<file path="src/rtl/qspi_mem_arbiter_if.sv">
// Bus bundle between the FazyRV requesters, the QSPI memory arbiter and the
// downstream QSPI XIP controller. The slave modport is the arbiter's view.
interface qspi_mem_arbiter_if #(
    parameter int NREQ = 4,
    parameter int AW   = 24,
    parameter int DW   = 32
);
    logic [NREQ-1:0]        en_i;
    logic [NREQ-1:0]        req_cyc_i;
    logic [NREQ-1:0]        req_stb_i;
    logic [NREQ-1:0]        req_we_i;
    logic [NREQ*AW-1:0]     req_adr_i;
    logic [NREQ*DW-1:0]     req_dat_i;
    logic [NREQ*DW/8-1:0]   req_sel_i;
    logic [NREQ-1:0]        req_ack_o;
    logic [NREQ-1:0]        req_err_o;
    logic [DW-1:0]          req_dat_o;

    logic                   mem_cyc_o;
    logic                   mem_stb_o;
    logic                   mem_we_o;
    logic [AW-1:0]          mem_adr_o;
    logic [DW-1:0]          mem_dat_o;
    logic [DW/8-1:0]        mem_sel_o;
    logic                   mem_ack_i;
    logic [DW-1:0]          mem_dat_i;

    logic [NREQ-1:0]        grant_o;

    modport slave (
        input  en_i, req_cyc_i, req_stb_i, req_we_i, req_adr_i, req_dat_i, req_sel_i,
        output req_ack_o, req_err_o, req_dat_o,
        output mem_cyc_o, mem_stb_o, mem_we_o, mem_adr_o, mem_dat_o, mem_sel_o,
        input  mem_ack_i, mem_dat_i,
        output grant_o
    );

    modport master (
        output en_i, req_cyc_i, req_stb_i, req_we_i, req_adr_i, req_dat_i, req_sel_i,
        input  req_ack_o, req_err_o, req_dat_o,
        input  mem_cyc_o, mem_stb_o, mem_we_o, mem_adr_o, mem_dat_o, mem_sel_o,
        output mem_ack_i, mem_dat_i,
        input  grant_o
    );
endinterface

</file>
<file path="src/rtl/qspi_mem_arbiter.sv">
// Round-robin arbiter sharing one QSPI XIP Wishbone port between NREQ cores.
// One single transfer at a time: IDLE (decide) -> BUSY (forward) -> DONE (respond).
module qspi_mem_arbiter #(
    parameter int NREQ    = 4,
    parameter int AW      = 24,
    parameter int DW      = 32,
    parameter int TIMEOUT = 1024
) (
    input  logic                 clk_i,
    input  logic                 rst_i,
    qspi_mem_arbiter_if.slave    bus
);
    localparam int IW = $clog2(NREQ);
    localparam int TW = $clog2(TIMEOUT) + 1;
    localparam int SW = DW / 8;
    localparam logic [TW-1:0] TIMER_LAST = TW'(TIMEOUT - 1);

    typedef enum logic [1:0] {
        IDLE,
        BUSY,
        DONE
    } state_t;

    state_t             state_q, state_d;
    logic [NREQ-1:0]    pending;
    logic               any_pending;
    logic [IW-1:0]      sel_idx;
    logic               start;
    logic               finish_ack;
    logic               finish_err;

    logic [IW-1:0]      last_q;
    logic [IW-1:0]      idx_q;
    logic [NREQ-1:0]    grant_q;
    logic [NREQ-1:0]    ack_q;
    logic [NREQ-1:0]    err_q;
    logic [TW-1:0]      timer_q;
    logic               we_q;
    logic [AW-1:0]      adr_q;
    logic [DW-1:0]      dat_q;
    logic [SW-1:0]      sel_q;
    logic [DW-1:0]      rdat_q;

    assign pending = bus.req_cyc_i & bus.req_stb_i & bus.en_i;

    // Scan starts just after the last served requester, so it has lowest priority.
    always_comb begin
        any_pending = 1'b0;
        sel_idx     = '0;
        for (int i = 1; i <= NREQ; i++) begin
            if (!any_pending && pending[(int'(last_q) + i) % NREQ]) begin
                any_pending = 1'b1;
                sel_idx     = IW'((int'(last_q) + i) % NREQ);
            end
        end
    end

    // NOTE: sequential state uses non-blocking assignments so every register
    // samples the pre-edge values, independent of process evaluation order.
    always_ff @(posedge clk_i or posedge rst_i) begin
        if (rst_i) begin
            state_q <= IDLE;
        end else begin
            state_q <= state_d;
        end
    end

    // NOTE: every output of this block gets a default first, so no path
    // leaves a signal unassigned and no latch is inferred.
    always_comb begin
        state_d    = state_q;
        start      = 1'b0;
        finish_ack = 1'b0;
        finish_err = 1'b0;
        case (state_q)
            IDLE: begin
                if (any_pending) begin
                    start   = 1'b1;
                    state_d = BUSY;
                end
            end
            BUSY: begin
                // A late ack on the final cycle still counts as success.
                if (bus.mem_ack_i) begin
                    finish_ack = 1'b1;
                    state_d    = DONE;
                end else if (timer_q == TIMER_LAST) begin
                    finish_err = 1'b1;
                    state_d    = DONE;
                end
            end
            DONE:    state_d = IDLE;
            default: state_d = IDLE;
        endcase
    end

    always_comb begin
        bus.mem_cyc_o = 1'b0;
        bus.mem_stb_o = 1'b0;
        bus.req_ack_o = '0;
        bus.req_err_o = '0;
        if (state_q == BUSY) begin
            bus.mem_cyc_o = 1'b1;
            bus.mem_stb_o = 1'b1;
        end
        if (state_q == DONE) begin
            bus.req_ack_o = ack_q;
            bus.req_err_o = err_q;
        end
    end

    assign bus.mem_we_o  = we_q;
    assign bus.mem_adr_o = adr_q;
    assign bus.mem_dat_o = dat_q;
    assign bus.mem_sel_o = sel_q;
    assign bus.req_dat_o = rdat_q;
    assign bus.grant_o   = grant_q;

    always_ff @(posedge clk_i or posedge rst_i) begin
        if (rst_i) begin
            last_q  <= IW'(NREQ - 1);
            idx_q   <= '0;
            grant_q <= '0;
            ack_q   <= '0;
            err_q   <= '0;
            timer_q <= '0;
            we_q    <= 1'b0;
            adr_q   <= '0;
            dat_q   <= '0;
            sel_q   <= '0;
            rdat_q  <= '0;
        end else begin
            // The request is captured once; later req_* changes cannot disturb it.
            if (start) begin
                idx_q   <= sel_idx;
                grant_q <= {{(NREQ-1){1'b0}}, 1'b1} << sel_idx;
                we_q    <= bus.req_we_i[sel_idx];
                adr_q   <= bus.req_adr_i[sel_idx*AW +: AW];
                dat_q   <= bus.req_dat_i[sel_idx*DW +: DW];
                sel_q   <= bus.req_sel_i[sel_idx*SW +: SW];
                timer_q <= '0;
            end
            if (state_q == BUSY) begin
                timer_q <= timer_q + 1'b1;
            end
            if (finish_ack) begin
                ack_q  <= grant_q;
                rdat_q <= bus.mem_dat_i;
                last_q <= idx_q;
            end
            if (finish_err) begin
                err_q  <= grant_q;
                last_q <= idx_q;
            end
            if (state_q == DONE) begin
                ack_q   <= '0;
                err_q   <= '0;
                grant_q <= '0;
            end
        end
    end
endmodule
</file>
<file path="src/flat_wrapper.sv">
// flat-port wrapper written by rule: the top's interface ports become plain ports
module qspi_mem_arbiter_flat 
#(
    parameter int NREQ    = 4,
    parameter int AW      = 24,
    parameter int DW      = 32,
    parameter int TIMEOUT = 1024
)
  (clk_i, rst_i, bus_en_i, bus_req_cyc_i, bus_req_stb_i, bus_req_we_i, bus_req_adr_i, bus_req_dat_i, bus_req_sel_i, bus_req_ack_o, bus_req_err_o, bus_req_dat_o, bus_mem_cyc_o, bus_mem_stb_o, bus_mem_we_o, bus_mem_adr_o, bus_mem_dat_o, bus_mem_sel_o, bus_mem_ack_i, bus_mem_dat_i, bus_grant_o);
  qspi_mem_arbiter_if #(.NREQ(NREQ), .AW(AW), .DW(DW)) bus_i ();
  input  logic clk_i;
  input  logic rst_i;
  input wire logic [$bits(bus_i.en_i)-1:0] bus_en_i;
  input wire logic [$bits(bus_i.req_cyc_i)-1:0] bus_req_cyc_i;
  input wire logic [$bits(bus_i.req_stb_i)-1:0] bus_req_stb_i;
  input wire logic [$bits(bus_i.req_we_i)-1:0] bus_req_we_i;
  input wire logic [$bits(bus_i.req_adr_i)-1:0] bus_req_adr_i;
  input wire logic [$bits(bus_i.req_dat_i)-1:0] bus_req_dat_i;
  input wire logic [$bits(bus_i.req_sel_i)-1:0] bus_req_sel_i;
  output wire logic [$bits(bus_i.req_ack_o)-1:0] bus_req_ack_o;
  output wire logic [$bits(bus_i.req_err_o)-1:0] bus_req_err_o;
  output wire logic [$bits(bus_i.req_dat_o)-1:0] bus_req_dat_o;
  output wire logic [$bits(bus_i.mem_cyc_o)-1:0] bus_mem_cyc_o;
  output wire logic [$bits(bus_i.mem_stb_o)-1:0] bus_mem_stb_o;
  output wire logic [$bits(bus_i.mem_we_o)-1:0] bus_mem_we_o;
  output wire logic [$bits(bus_i.mem_adr_o)-1:0] bus_mem_adr_o;
  output wire logic [$bits(bus_i.mem_dat_o)-1:0] bus_mem_dat_o;
  output wire logic [$bits(bus_i.mem_sel_o)-1:0] bus_mem_sel_o;
  input wire logic [$bits(bus_i.mem_ack_i)-1:0] bus_mem_ack_i;
  input wire logic [$bits(bus_i.mem_dat_i)-1:0] bus_mem_dat_i;
  output wire logic [$bits(bus_i.grant_o)-1:0] bus_grant_o;
  assign bus_i.en_i = bus_en_i;
  assign bus_i.req_cyc_i = bus_req_cyc_i;
  assign bus_i.req_stb_i = bus_req_stb_i;
  assign bus_i.req_we_i = bus_req_we_i;
  assign bus_i.req_adr_i = bus_req_adr_i;
  assign bus_i.req_dat_i = bus_req_dat_i;
  assign bus_i.req_sel_i = bus_req_sel_i;
  assign bus_req_ack_o = bus_i.req_ack_o;
  assign bus_req_err_o = bus_i.req_err_o;
  assign bus_req_dat_o = bus_i.req_dat_o;
  assign bus_mem_cyc_o = bus_i.mem_cyc_o;
  assign bus_mem_stb_o = bus_i.mem_stb_o;
  assign bus_mem_we_o = bus_i.mem_we_o;
  assign bus_mem_adr_o = bus_i.mem_adr_o;
  assign bus_mem_dat_o = bus_i.mem_dat_o;
  assign bus_mem_sel_o = bus_i.mem_sel_o;
  assign bus_i.mem_ack_i = bus_mem_ack_i;
  assign bus_i.mem_dat_i = bus_mem_dat_i;
  assign bus_grant_o = bus_i.grant_o;
  qspi_mem_arbiter #(.NREQ(NREQ), .AW(AW), .DW(DW), .TIMEOUT(TIMEOUT)) u_core (.clk_i(clk_i), .rst_i(rst_i), .bus(bus_i));
endmodule
</file>
<file path="config.mk">
export PLATFORM = sky130hd
export DESIGN_NAME = qspi_mem_arbiter_flat
export DESIGN_NICKNAME = d
export VERILOG_FILES = /design/src/rtl/qspi_mem_arbiter_if.sv /design/src/rtl/qspi_mem_arbiter.sv /design/src/flat_wrapper.sv
export SDC_FILE = /design/constraint.sdc
export NUM_CORES = 1
export LEC_CHECK = 0
export ABC_AREA = 0
export BUFFER_PORTS_ARGS = -buffer_cell sky130_fd_sc_hd__clkbuf_2
export CAP_MARGIN = 25
export CORE_AREA = 2 2 154 156
export CTS_CLUSTER_SIZE = 30
export DETAILED_ROUTE_END_ITERATION = 10
export DIE_AREA = 0 0 156 158
export GPL_TIMING_DRIVEN = 1
export SLEW_MARGIN = 0
export SYNTH_ARGS = -nofsm -noshare
export SYNTH_HDL_FRONTEND = slang
export SYNTH_SLANG_ARGS = --single-unit
</file>
<file path="constraint.sdc">
create_clock -name clk_i -period 4.6 [get_ports clk_i]
set_input_delay 0.92 -clock clk_i [delete_from_list [all_inputs] [get_ports clk_i]]
set_output_delay 0.92 -clock clk_i [all_outputs]
set_load 0.005 [all_outputs]
</file>
; ---- Yosys cells after proc, flatten, opt, wreduce, memory -nomap -nowiden
; Cells that the tools add are included.
[totals]
input_bits = 291
reg_bits = 122
elab_cells = 101
output_inout_bits = 107
[classes]
shifts = 4
mul = 1
order_cmp = 5
n_reduce_logical = 17
bitwise = 6
n_eq_ne = 5
addsub = 5
n_mux = 46
[ops]
columns = op, n
row1 = $shiftx A128 B8 Y32, 1
row2 = $shiftx A96 B8 Y24, 1
row3 = $mux W4, 8
row4 = $mux W11, 2
row5 = $mux W1, 21
row6 = $mux W2, 9
row7 = $lt A3 B4 Y1 const B, 4
row8 = $shiftx A16 B5 Y4, 1
row9 = $add A11 B1 Y11 const B, 1
row10 = $eq A11 B10 Y1 const B, 1
row11 = $bmux W1 S2, 5
row12 = $reduce_bool A2 Y1, 5
row13 = $and A4 B4 Y4, 2
row14 = $reduce_or A2 Y1, 4
row15 = $add A2 B1 Y2 const B, 2
row16 = $add A2 B2 Y2 const B, 2
row17 = $and A1 B1 Y1 const A, 4
row18 = $mul A2 B2 Y4 const B, 1
row19 = $pmux W2 S2, 1
row20 = $shl A1 B2 Y4 const A, 1
row21 = $logic_and A1 B1 Y1, 3
row22 = $logic_not A1 Y1, 3
row23 = $lt A2 B3 Y1 const B, 1
row24 = $ne A3 B2 Y1 const B, 1
row25 = 5 further kinds, 5

; ---- Longest topological paths before layout
; Gate-level depths: netlist of run 1.
[depth]
word_depth = 20
depth_mapped = 9
ltp_nobuf = 6

; ---- Worst setup path after synthesis of run 1
; No wires, ideal clock.
[synth_timing]
path_type = input -> register
startpoint = in bus_req_cyc_i[0]
endpoint = reg u_core.adr_q[0], in the netlist u_core.bus.mem_adr_o[0]
setup_slack_ps = 2242
n_path_buf = 4
stages = 9
setup_ps = 128
t_required_ps = 4472
t_arrival_ps = 2229
cell_sequence = and3_1 > buf_6 > a211o_1 > buf_6 > nand3_2 > buf_8 > buf_12 > mux2i_1 > o22ai_1
[synth_via]
elab_chain_len = 17
word_cells_on_any_way = 32
classes_between = mul (1) / shift (1) / mux (22) / bitwise (2) / reduce/logical (6)
[synth_lines]
columns = element, line
row1 = from (decl), flat_wrapper.sv:14  ; input wire logic [$bits(bus_i.req_cyc_i)-1:0] bus_req_cyc_i;
row2 = $and A4 B4 Y4 * (2 in a row), qspi_mem_arbiter.sv:44  ; assign pending = bus.req_cyc_i & bus.req_stb_i & bus.en_i;
row3 = $bmux W1 S2, qspi_mem_arbiter.sv:51  ; if (!any_pending && pending[(int'(last_q) + i) % NREQ]) begin
row4 = $mux W1 (implied by the code) (2 in a row), qspi_mem_arbiter.sv:51
row5 = $mux W1, qspi_mem_arbiter.sv:51
row6 = $logic_not A1 Y1, qspi_mem_arbiter.sv:51
row7 = $logic_and A1 B1 Y1, qspi_mem_arbiter.sv:51
row8 = $mux W1, qspi_mem_arbiter.sv:51
row9 = $logic_not A1 Y1, qspi_mem_arbiter.sv:51
row10 = $logic_and A1 B1 Y1, qspi_mem_arbiter.sv:51
row11 = $mux W1, qspi_mem_arbiter.sv:51
row12 = $logic_not A1 Y1, qspi_mem_arbiter.sv:51
row13 = $logic_and A1 B1 Y1, qspi_mem_arbiter.sv:51
row14 = $mux W2 or $mux W1 (tied branches), qspi_mem_arbiter.sv:51
row15 = $mul A2 B2 Y4 or $mux W1 (tied branches), "qspi_mem_arbiter.sv:138, qspi_mem_arbiter.sv:77"
row16 = $shiftx A96 B8 Y24 or $mux W1 (tied branches), "qspi_mem_arbiter.sv:138, qspi_mem_arbiter.sv:75"
row17 = to (signal assigned), qspi_mem_arbiter.sv:138  ; adr_q <= bus.req_adr_i[sel_idx*AW +: AW];
row18 = to (decl), qspi_mem_arbiter.sv:39  ; logic [AW-1:0] adr_q;
; Mark *: on every way between the ends. The rest lies on a longest branch, timed or not. The select of a mux whose other input is x is not followed.
; A chain may end at the register's enable or synchronous reset.

; ---- Final worst setup path of run 1
[layout_timing]
startpoint = reg u_core.state_q[1]
endpoint = out bus_mem_cyc_o
[layout_via]
elab_chain_len = 2
[layout_lines]
columns = element, line
row1 = from (decl), qspi_mem_arbiter.sv:24  ; state_t state_q, state_d;
row2 = from (signal assigned), qspi_mem_arbiter.sv:64  ; state_q <= state_d;
row3 = $eq A2 B1 Y1, qspi_mem_arbiter.sv:102  ; if (state_q == BUSY) begin
row4 = $mux W1, qspi_mem_arbiter.sv:102
row5 = to (decl), flat_wrapper.sv:23  ; output wire logic [$bits(bus_i.mem_cyc_o)-1:0] bus_mem_cyc_o;
; Every way passes these cells.

==> results of run 1 <==
[through the flow]
step,cells,instance area (um^2)
finish,1337,9758
global route,1337,9758
detailed placement,1303,9116
floorplan,677,7012
global placement,1303,9116
CTS,1335,9728
[kinds of logic (layout without fill, tap and decap cells)]
| family | count (synthesis) | count (layout) | synth area share [%] |
|---|---|---|---|
| DFF | 122 | 122 | 43.58 |
| other | 0 | 1 | 0 |
| muxes | 55 | 55 | 8.458 |
| xor gates and xnor gates | 1 | 1 | 0.1249 |
| buffers and inverters | 84 | 453 | 6.567 |
| adders and majority gates | 1 | 1 | 0.1784 |
| and+or+nand+nor | 133 | 133 | 10.53 |
| AOI/OAI and AO/OA | 281 | 281 | 30.57 |
[worst max-delay path: stages, from the launching register on]
cell      delay (ps)
dfrtp_1          360
nand2b_1         490
clkinv_1         520
clkbuf_2         240
[cell usage in the layout (no fill, tap or decap), types with 8 or more instances in the layout]
cell       Yosys  layout
dfrtp_1      120     120
a21oi_1       47      47
nand2_1       23      23
buf_4          3      13
clkbuf_2       0     397
o21ai_0       39      39
o22a_1        44      44
mux2_2        34      34
mux2i_1       21      21
o22ai_1       18      18
nand3_1       11      11
nand4_1       49      49
a221o_1       44      44
clkbuf_16      0      17
a221oi_1      17      17
and2_1         8       8
o31ai_1       50      50
nor2_1        25      25
[layer usage]
metal  share of wire (%)  vias to the layer above  global-route usage (%)
met3                 7.7                       32                   5.393
met1                  41                     3456                   25.03
li1                    -                     3418                       -
met5                   0                        -                       0
met2                  49                      340                   35.46
met4                 2.3                        0                   7.427
[state kept, by name (all words and copies together) (netlist names)]
signal,flops
u_core.ack_q,4
u_core.bus.grant_o,4
u_core.bus.mem_adr_o,24
u_core.bus.mem_dat_o,32
u_core.bus.mem_sel_o,4
u_core.bus.mem_we_o,1
u_core.bus.req_dat_o,32
u_core.err_q,4
u_core.idx_q,2
u_core.last_q,2
u_core.state_q,2
u_core.timer_q,11
[layout make-up]
type / count / area [um^2] / share of cell area [%]
Timing Repair Buffer: 412 / 2132 / 21.85
Sequential cell: 122 / 3055 / 31.31
Tap cell: 290 / 362.8 / 3.718
Clock inverter: 14 / 182.7 / 1.872
Inverter: 9 / 36.28 / 0.3718
Antenna cell: 1 / 2.502 / 0.02564
Clock buffer: 18 / 429.2 / 4.398
Multi-Input combinational cell: 471 / 3557 / 36.45
[report_power, final]
part	total [mW]	switching, mW	internal [mW]
Combinational	1.82	0.914	0.911
Sequential	1.85	0.314	1.53
Clock	1.42	0.557	0.866
[worst paths after layout]
path / slack (ps) / to / from / cells past startpoint
max: 1650 / bus_mem_cyc_o / u_core.state_q[1]$_DFFE_PP0P_ / 3
min: 470 / u_core.idx_q[0]$_DFFE_PP0P_ / u_core.idx_q[0]$_DFFE_PP0P_ / 2
max reg2reg: 1760 / u_core.bus.mem_adr_o[17]$_DFFE_PP0P_ / u_core.last_q[1]$_DFFE_PP1P_ / 6
min reg2reg: 470 / u_core.idx_q[0]$_DFFE_PP0P_ / u_core.idx_q[0]$_DFFE_PP0P_ / 2
max in group asynchronous: 3380 / u_core.last_q[1]$_DFFE_PP1P_ / rst_i / 3
min in group asynchronous: 510 / u_core.bus.req_dat_o[28]$_DFFE_PP0P_ / rst_i / 2
==> results.sh, run 1 <==
export IMPL_outcome="finished clean"
export IMPL_gp_congestion=0.8096
export IMPL_yosysSeqAreaShare_pct=43.58
export IMPL_ioPinCount=398
export IMPL_maxCapViolCount=0
export IMPL_rsz0062_at_grt="no"
export IMPL_drc=0
export IMPL_final_util_pct=42.33
export IMPL_start_util_pct=30.42
export IMPL_synth_ff_type="dfrtp_1"
export IMPL_synth_edf_count=0
export IMPL_finalCritPeriodShare_pct=64.15
export IMPL_drive_gt1_share_pct=47.51
export IMPL_worstSetupEndpointType="primary output"
export IMPL_crit_type="reg -> out"
export IMPL_layout_setup_ws_ps=1649
export IMPL_dr_pass1_iters=4
export IMPL_routed_wl_um=26290
export IMPL_synthArstFlopShare_pct=100.0
export IMPL_worstPathMaxFanout=14
export IMPL_area_growth_pct=39.17
export IMPL_cts_sinks=122
export IMPL_dieHeight_um=158
export IMPL_ant_nets=0
export IMPL_crit_path_start_kind="flop"
export IMPL_synth_top_area_share_pct=42.83
export IMPL_cts_tree="yes"
export IMPL_p_per_area_nw_per_um2=522.2
export IMPL_post_cts_buffers=0
export IMPL_synth_common_cells="dfrtp_1, o31ai_1, nand4_1, a21oi_1"
export IMPL_die_area_um2=24650
export IMPL_rows=56
export IMPL_holdBufCountCts=0
export IMPL_cp_arrival_ps=2030
export IMPL_synthesis_nets=969
export IMPL_ys_top_cells_by_area="dfrtp_1, a221o_1, o22a_1, mux2_2, o31ai_1"
export IMPL_clkTransAtPathRegs_ps=60
export IMPL_dr_total_vias=7246
export IMPL_grt_usage_pct=20.64
export IMPL_setup_tns_ps=0
export IMPL_cts_resized_gates=0
export IMPL_yosysMostFrequentCell="dfrtp_1"
export IMPL_cp_required_ps=3680
export IMPL_fmax_ghz=0.3389
export IMPL_p_leak_nw=4.640
export IMPL_max_slew_worst_pin_slew_ps=986.8
export IMPL_holdWs_ps=474.5
export IMPL_yosysWarnings=0
export IMPL_via_per_inst=5.420
export IMPL_dpl_worst_slack_ps=1453
export IMPL_finalSetupViolations=0
export IMPL_synth_area_um2=7012
export IMPL_yosysTopAreaCell="dfrtp_1"
export IMPL_cts_buffers=17
export IMPL_hold_path_class="reg -> reg"
export IMPL_hold_viol_final=0
export IMPL_ys_types=55
export IMPL_ys_seq_elements=122
export IMPL_drtIter0Drc=401
export IMPL_die_x_um=156
export IMPL_detailed_place_hpwl_um=18930
export IMPL_cts_buffer_depth=2
export IMPL_final_nets=1325
export IMPL_grt_pass1_wl_um=39430
export IMPL_insertion_delay_ps=420
export IMPL_antenna_found_initial=1
export IMPL_htreeDepth=4
export IMPL_finalCriticalPeriod_ps=2951
export IMPL_power_mw=5.096
export IMPL_peakVddDrop_uv=302.4
export IMPL_synth_cells=677
export IMPL_max_slew_margin_rel_pct=34.00
export IMPL_grt_pass1_vias=7100
export IMPL_grt_max_degree=73
export IMPL_skew_ps=16.39
export IMPL_fillCellCount=2351
export IMPL_port_buffers=397
export IMPL_core_area_um2=23050
export IMPL_detail_route_wl_per_cell_um=19.66
export IMPL_avgSynthCellArea_um2=10.36
export IMPL_overflow=0
export IMPL_maxSlewViolCount=0
export IMPL_clockRootBuffer="clkbuf_16"
(Power assumes the default switching activity.)
==> run 2, diff against run 1 <==
==> constraint.sdc (replaced) <==
create_clock -name clk_i -period 2.9 [get_ports clk_i]
set_input_delay 0.58 -clock clk_i [delete_from_list [all_inputs] [get_ports clk_i]]
set_output_delay 0.58 -clock clk_i [all_outputs]
set_load 0.005 [all_outputs]
==> run 2 against run 1 <==
  * Non-clock buffer count grew 10
  * Global-route usage grew 0.62 points
  * Design area grew 1.3%
  * Setup slack lost 1100 ps
  * Worst hold slack lost 180 ps
  * Die area is the same
  * Sequential power grew 58%
  * Power grew 61%
  * Critical path type is now reg -> reg
  * Largest power group is now combinational logic
==> results.sh, run 2 (synthesis gave the netlist of run 1 again) <==
export IMPL_outcome="finished clean"
export IMPL_cts_tree="yes"
export IMPL_skew_ps=11.99
export IMPL_holdBufCountCts=0
export IMPL_hold_path_class="in -> async"
export IMPL_crit_buf_inv=1
export IMPL_overflow=0
export IMPL_detailed_place_hpwl_um=19300
export IMPL_grt_max_degree=80
export IMPL_post_cts_buffers=0
export IMPL_wl_met2_um=13560
export IMPL_dpl_worst_slack_ps=355.4
export IMPL_cp_common_cell="o22ai_1"
export IMPL_finalCritPeriodShare_pct=81.17
export IMPL_cp_arrival_ps=2680
export IMPL_grt_pass1_vias=7274
export IMPL_crit_type="reg -> reg"
export IMPL_antenna_found_initial=0
export IMPL_grt_pass1_wl_um=40430
export IMPL_layout_setup_ws_ps=546.0
export IMPL_dr_pass1_iters=5
export IMPL_clockRootBuffer="clkbuf_16"
export IMPL_maxSlewViolCount=0
export IMPL_fmax_ghz=0.4248
export IMPL_insertion_delay_ps=410
export IMPL_crit_path_start_kind="flop"
export IMPL_dieHeight_um=158
export IMPL_highest_layer="met4"
export IMPL_start_util_pct=30.42
export IMPL_drtIter0Drc=507
export IMPL_p_per_area_nw_per_um2=827.8
export IMPL_cts_buffers=17
export IMPL_maxCapViolCount=0
export IMPL_p_leak_nw=4.704
export IMPL_clkTransAtPathRegs_ps=60
export IMPL_mostFrequentLayoutCell="clkbuf_2"
export IMPL_drc=0
export IMPL_drive_gt1_share_pct=48.06
export IMPL_r2r_start="u_core.last_q[0]$_DFFE_PP1P_"
export IMPL_via_per_inst=5.539
export IMPL_die_x_um=156
export IMPL_postLayoutCellArea_um2=9889
export IMPL_cpMaxStageDelayCell="a22o_1"
export IMPL_worstPathMaxFanout=18
export IMPL_routed_wl_um=27420
export IMPL_port_buffers=397
export IMPL_worstSetupEndpointType="flop"
export IMPL_area_growth_pct=41.04
export IMPL_wl_met1_um=10970
export IMPL_path_delay_family="compound AO/OA/AOI/OAI gates"
export IMPL_ioPinCount=398
export IMPL_hold_viol_final=0
export IMPL_peakVddDrop_uv=444.5
export IMPL_gp_congestion=0.8421
export IMPL_n_antenna_cell=0
export IMPL_max_slew_worst_pin_slew_ps=983.6
export IMPL_cts_sinks=122
export IMPL_die_area_um2=24650
export IMPL_dr_total_vias=7450
export IMPL_finalSetupViolations=0
export IMPL_r2r_slack_ps=550
export IMPL_finalCriticalPeriod_ps=2354
export IMPL_detail_route_wl_per_cell_um=20.39
export IMPL_most_common_layout_cells="clkbuf_2, dfrtp_1, o31ai_1"
export IMPL_cpPeakStageDelay_ps=820
export IMPL_placed_area_um2=9276
export IMPL_ant_nets=0
export IMPL_setup_tns_ps=0
export IMPL_cts_resized_gates=0
export IMPL_final_nets=1335
export IMPL_max_slew_margin_rel_pct=34.43
export IMPL_cp_required_ps=3220
export IMPL_r2r_cells=5
export IMPL_grt_usage_pct=21.26
export IMPL_core_area_um2=23050
export IMPL_power_mw=8.186
export IMPL_rsz0062_at_grt="no"
export IMPL_cts_buffer_depth=2
export IMPL_route_met3_wl_um=2171
export IMPL_crit_chain="inv_1 > o22ai_1 > a22o_1 > a221oi_1 > o22ai_1"
export IMPL_rows=56
export IMPL_timing_rr_end="u_core.bus.mem_adr_o[13]$_DFFE_PP0P_"
export IMPL_htreeDepth=4
==> run 2: cell type report <==
cell class              count  area, um^2
inverters                   9       37.54
well taps                 290       362.8
multi-input cells         471        3558
clock buffers              17       425.4
flip-flops and latches    122        3055
clock inverters            14       187.7
repair buffers            422        2262
fillers                  2302       13160
==> run 2: worst register-to-register path, delay by kind of cell, from the launching register on <==
kind	cells	cell delay [ps]
AOI/OAI and AO/OA	4	1470
buffers and inverters	1	100
DFF	1	710
==> run 2: metal layers <==
metal | global-route usage, % | vias to the layer above
met5 | 0 | -
met4 | 8.694 | 0
met3 | 5.749 | 40
met2 | 36.64 | 390
met1 | 25.17 | 3584
li1 | - | 3436
==> run 2: worst max-delay path by stage <==
| stage | startpoint | end | slack (ps) | cells past startpoint |
|---|---|---|---|---|
| global placement | bus_req_cyc_i[1] | u_core.bus.mem_adr_o[13]$_DFFE_PP0P_ | 440 | 6 |
| detailed placement | bus_req_cyc_i[1] | u_core.bus.mem_adr_o[13]$_DFFE_PP0P_ | 360 | 6 |
| global route | u_core.state_q[1]$_DFFE_PP0P_ | bus_req_err_o[1] | 430 | 3 |
| CTS | u_core.state_q[1]$_DFFE_PP0P_ | bus_req_err_o[0] | 510 | 3 |
| floorplan | rst_i | u_core.ack_q[0]$_DFFE_PP0P_ | 820 | 1 |
| finish | u_core.last_q[0]$_DFFE_PP1P_ | u_core.bus.mem_adr_o[13]$_DFFE_PP0P_ | 550 | 5 |
==> run 2: stage by stage <==
step	hold slack, ps	instances	utilization (%)
after CTS	307.8	1345	42.90
after global routing	315.5	1345	42.90
after detailed placement	461.0	1314	40.24
final	298.3	1345	42.90
after floorplan	441.8	677	-
after global placement	456.5	1314	40.24
==> run 2: where the power goes <==
part / internal, mW / switching, mW
clock: 1.37 / 0.882
combinational: 1.51 / 1.50
sequential: 2.43 / 0.485
==> run 3, diff against run 2 <==
==> constraint.sdc (replaced) <==
create_clock -name clk_i -period 2.4 [get_ports clk_i]
set_input_delay 0.48 -clock clk_i [delete_from_list [all_inputs] [get_ports clk_i]]
set_output_delay 0.48 -clock clk_i [all_outputs]
set_load 0.005 [all_outputs]
==> run 3 against run 2 <==
  * Design area is 0.52% higher
  * Global-route usage is 0.073 points higher
  * Highest routed layer unchanged
  * Largest cell class unchanged
  * Combinational power is 22% higher
  * Die area stayed put
  * Register-to-register slack worse by 360 ps
  * Largest power group unchanged
  * Critical path type unchanged
  * Sequential cell count stayed put
  * Cell count is 0.30% higher
  * Critical path depth is 1 higher
  * Setup slack worse by 360 ps
==> results.sh, run 3 (synthesis gave the netlist of run 1 again) <==
export IMPL_setup_tns_ps=0
export IMPL_overflow=0
export IMPL_dr_pass1_iters=5
export IMPL_holdBufCountCts=0
export IMPL_cts_buffer_depth=2
export IMPL_seq_area_um2=3055
export IMPL_finalCriticalPeriod_ps=2217
export IMPL_cts_tree="yes"
export IMPL_timing_rr_end="u_core.bus.mem_adr_o[13]$_DFFE_PP0P_"
export IMPL_area_growth_pct=41.77
export IMPL_cpMaxStageDelayCell="dfstp_2"
export IMPL_layout_setup_ws_ps=183.0
export IMPL_die_area_um2=24650
export IMPL_htreeDepth=4
export IMPL_antenna_found_initial=0
export IMPL_grt_usage_pct=21.34
export IMPL_crit_path_start_kind="flop"
export IMPL_r2r_slack_ps=180
export IMPL_maxSlewViolCount=0
export IMPL_cts_resized_gates=0
export IMPL_startpoint="u_core.last_q[1]$_DFFE_PP1P_"
export IMPL_post_cts_buffers=0
export IMPL_cp_required_ps=2680
export IMPL_max_slew_margin_rel_pct=54.47
export IMPL_die_x_um=156
export IMPL_clockRootBuffer="clkbuf_16"
export IMPL_worstPathMaxFanout=18
export IMPL_port_buffers=397
export IMPL_cts_sinks=122
export IMPL_routed_wl_um=27230
export IMPL_start_util_pct=30.42
export IMPL_crit_buf_inv=1
export IMPL_holdWs_ps=169.8
export IMPL_clkTransAtPathRegs_ps=60
export IMPL_outcome="finished clean"
export IMPL_p_per_area_nw_per_um2=977.1
export IMPL_dp_cells=1317
export IMPL_postLayoutCellArea_um2=9941
export IMPL_worstSetupEndpointType="flop"
export IMPL_drc=0
export IMPL_layout_cells_non_filler=1349
export IMPL_grt_pass1_vias=7468
export IMPL_core_area_um2=23050
export IMPL_detailed_place_hpwl_um=18890
export IMPL_grt_pass1_wl_um=40600
export IMPL_dr_total_vias=7481
export IMPL_fillCellCount=2310
export IMPL_rows=56
export IMPL_peakVddDrop_uv=490.4
export IMPL_n_antenna_cell=0
export IMPL_dieHeight_um=158
export IMPL_cp_arrival_ps=2500
export IMPL_skew_ps=15.12
export IMPL_multi_input_area_um2=3558
export IMPL_r2r_start="u_core.last_q[1]$_DFFE_PP1P_"
export IMPL_insertion_delay_ps=420
export IMPL_cts_buffers=17
export IMPL_final_nets=1338
export IMPL_finalCritPeriodShare_pct=92.38
export IMPL_drive_gt1_share_pct=48.16
export IMPL_ioPinCount=398
export IMPL_crit_type="reg -> reg"
export IMPL_crit_chain="nand4_1 > a21oi_1 > a211oi_4 > buf_4 > a221oi_1 > o22ai_1"
export IMPL_r2r_cells=6
export IMPL_p_leak_nw=4.727
export IMPL_path_delay_family="compound AO/OA/AOI/OAI gates"
export IMPL_power_mw=9.713
export IMPL_drtIter0Drc=722
export IMPL_fmax_ghz=0.4511
export IMPL_ant_nets=0
export IMPL_cpPeakStageDelay_ps=700
export IMPL_most_common_layout_cells="clkbuf_2, dfrtp_1, o31ai_1"
export IMPL_final_util_pct=43.12
export IMPL_gp_congestion=0.7991
export IMPL_mostFrequentLayoutCell="clkbuf_2"
export IMPL_hold_path_class="in -> async"
export IMPL_via_per_inst=5.546
export IMPL_dpl_worst_slack_ps=34.29
export IMPL_max_slew_worst_pin_slew_ps=682.9
export IMPL_detail_route_wl_per_cell_um=20.19
export IMPL_maxCapViolCount=0
export IMPL_rsz0062_at_grt="no"
export IMPL_hold_viol_final=0
export IMPL_grt_max_degree=71
export IMPL_placed_area_um2=9374
export IMPL_finalSetupViolations=0
[run 3: area by class of cell]
cell class	instances	area share, %
clock buffers	18	4.317
clock inverters	14	1.385
inverters	9	0.3776
multi-input cells	471	35.80
flip-flops and latches	122	30.74
well taps	290	3.650
repair buffers	425	23.74
[run 3: worst reg2reg max path, delay by kind of cell, from the launching register on]
family / cells / cell delay [ps]
and+or+nand+nor: 1 / 170
AOI/OAI and AO/OA: 4 / 990
DFF: 1 / 700
buffers and inverters: 1 / 230
[run 3: where the power goes]
group	internal, mW	leakage, nW	switching [mW]	total [mW]
logic	1.85	3.03	1.81	3.66
registers	2.94	1.42	0.595	3.53
clock network	1.45	0.272	1.06	2.51
total	6.24	4.73	3.47	9.71
[run 3: worst max-delay path by stage]
stage,to,cells after the start
after global placement,u_core.bus.mem_adr_o[13]$_DFFE_PP0P_,7
final,u_core.bus.mem_adr_o[13]$_DFFE_PP0P_,6
after CTS,u_core.bus.mem_adr_o[13]$_DFFE_PP0P_,6
after floorplan,u_core.ack_q[0]$_DFFE_PP0P_,1
after global routing,u_core.bus.mem_adr_o[13]$_DFFE_PP0P_,6
after detailed placement,u_core.bus.mem_adr_o[13]$_DFFE_PP0P_,7
[run 3: metal layers]
metal / wire length (um) / track usage, %
met1: 10740 / 24.63
met3: 2077 / 5.502
met4: 491 / 7.339
met5: 0 / 0
met2: 13920 / 38.41
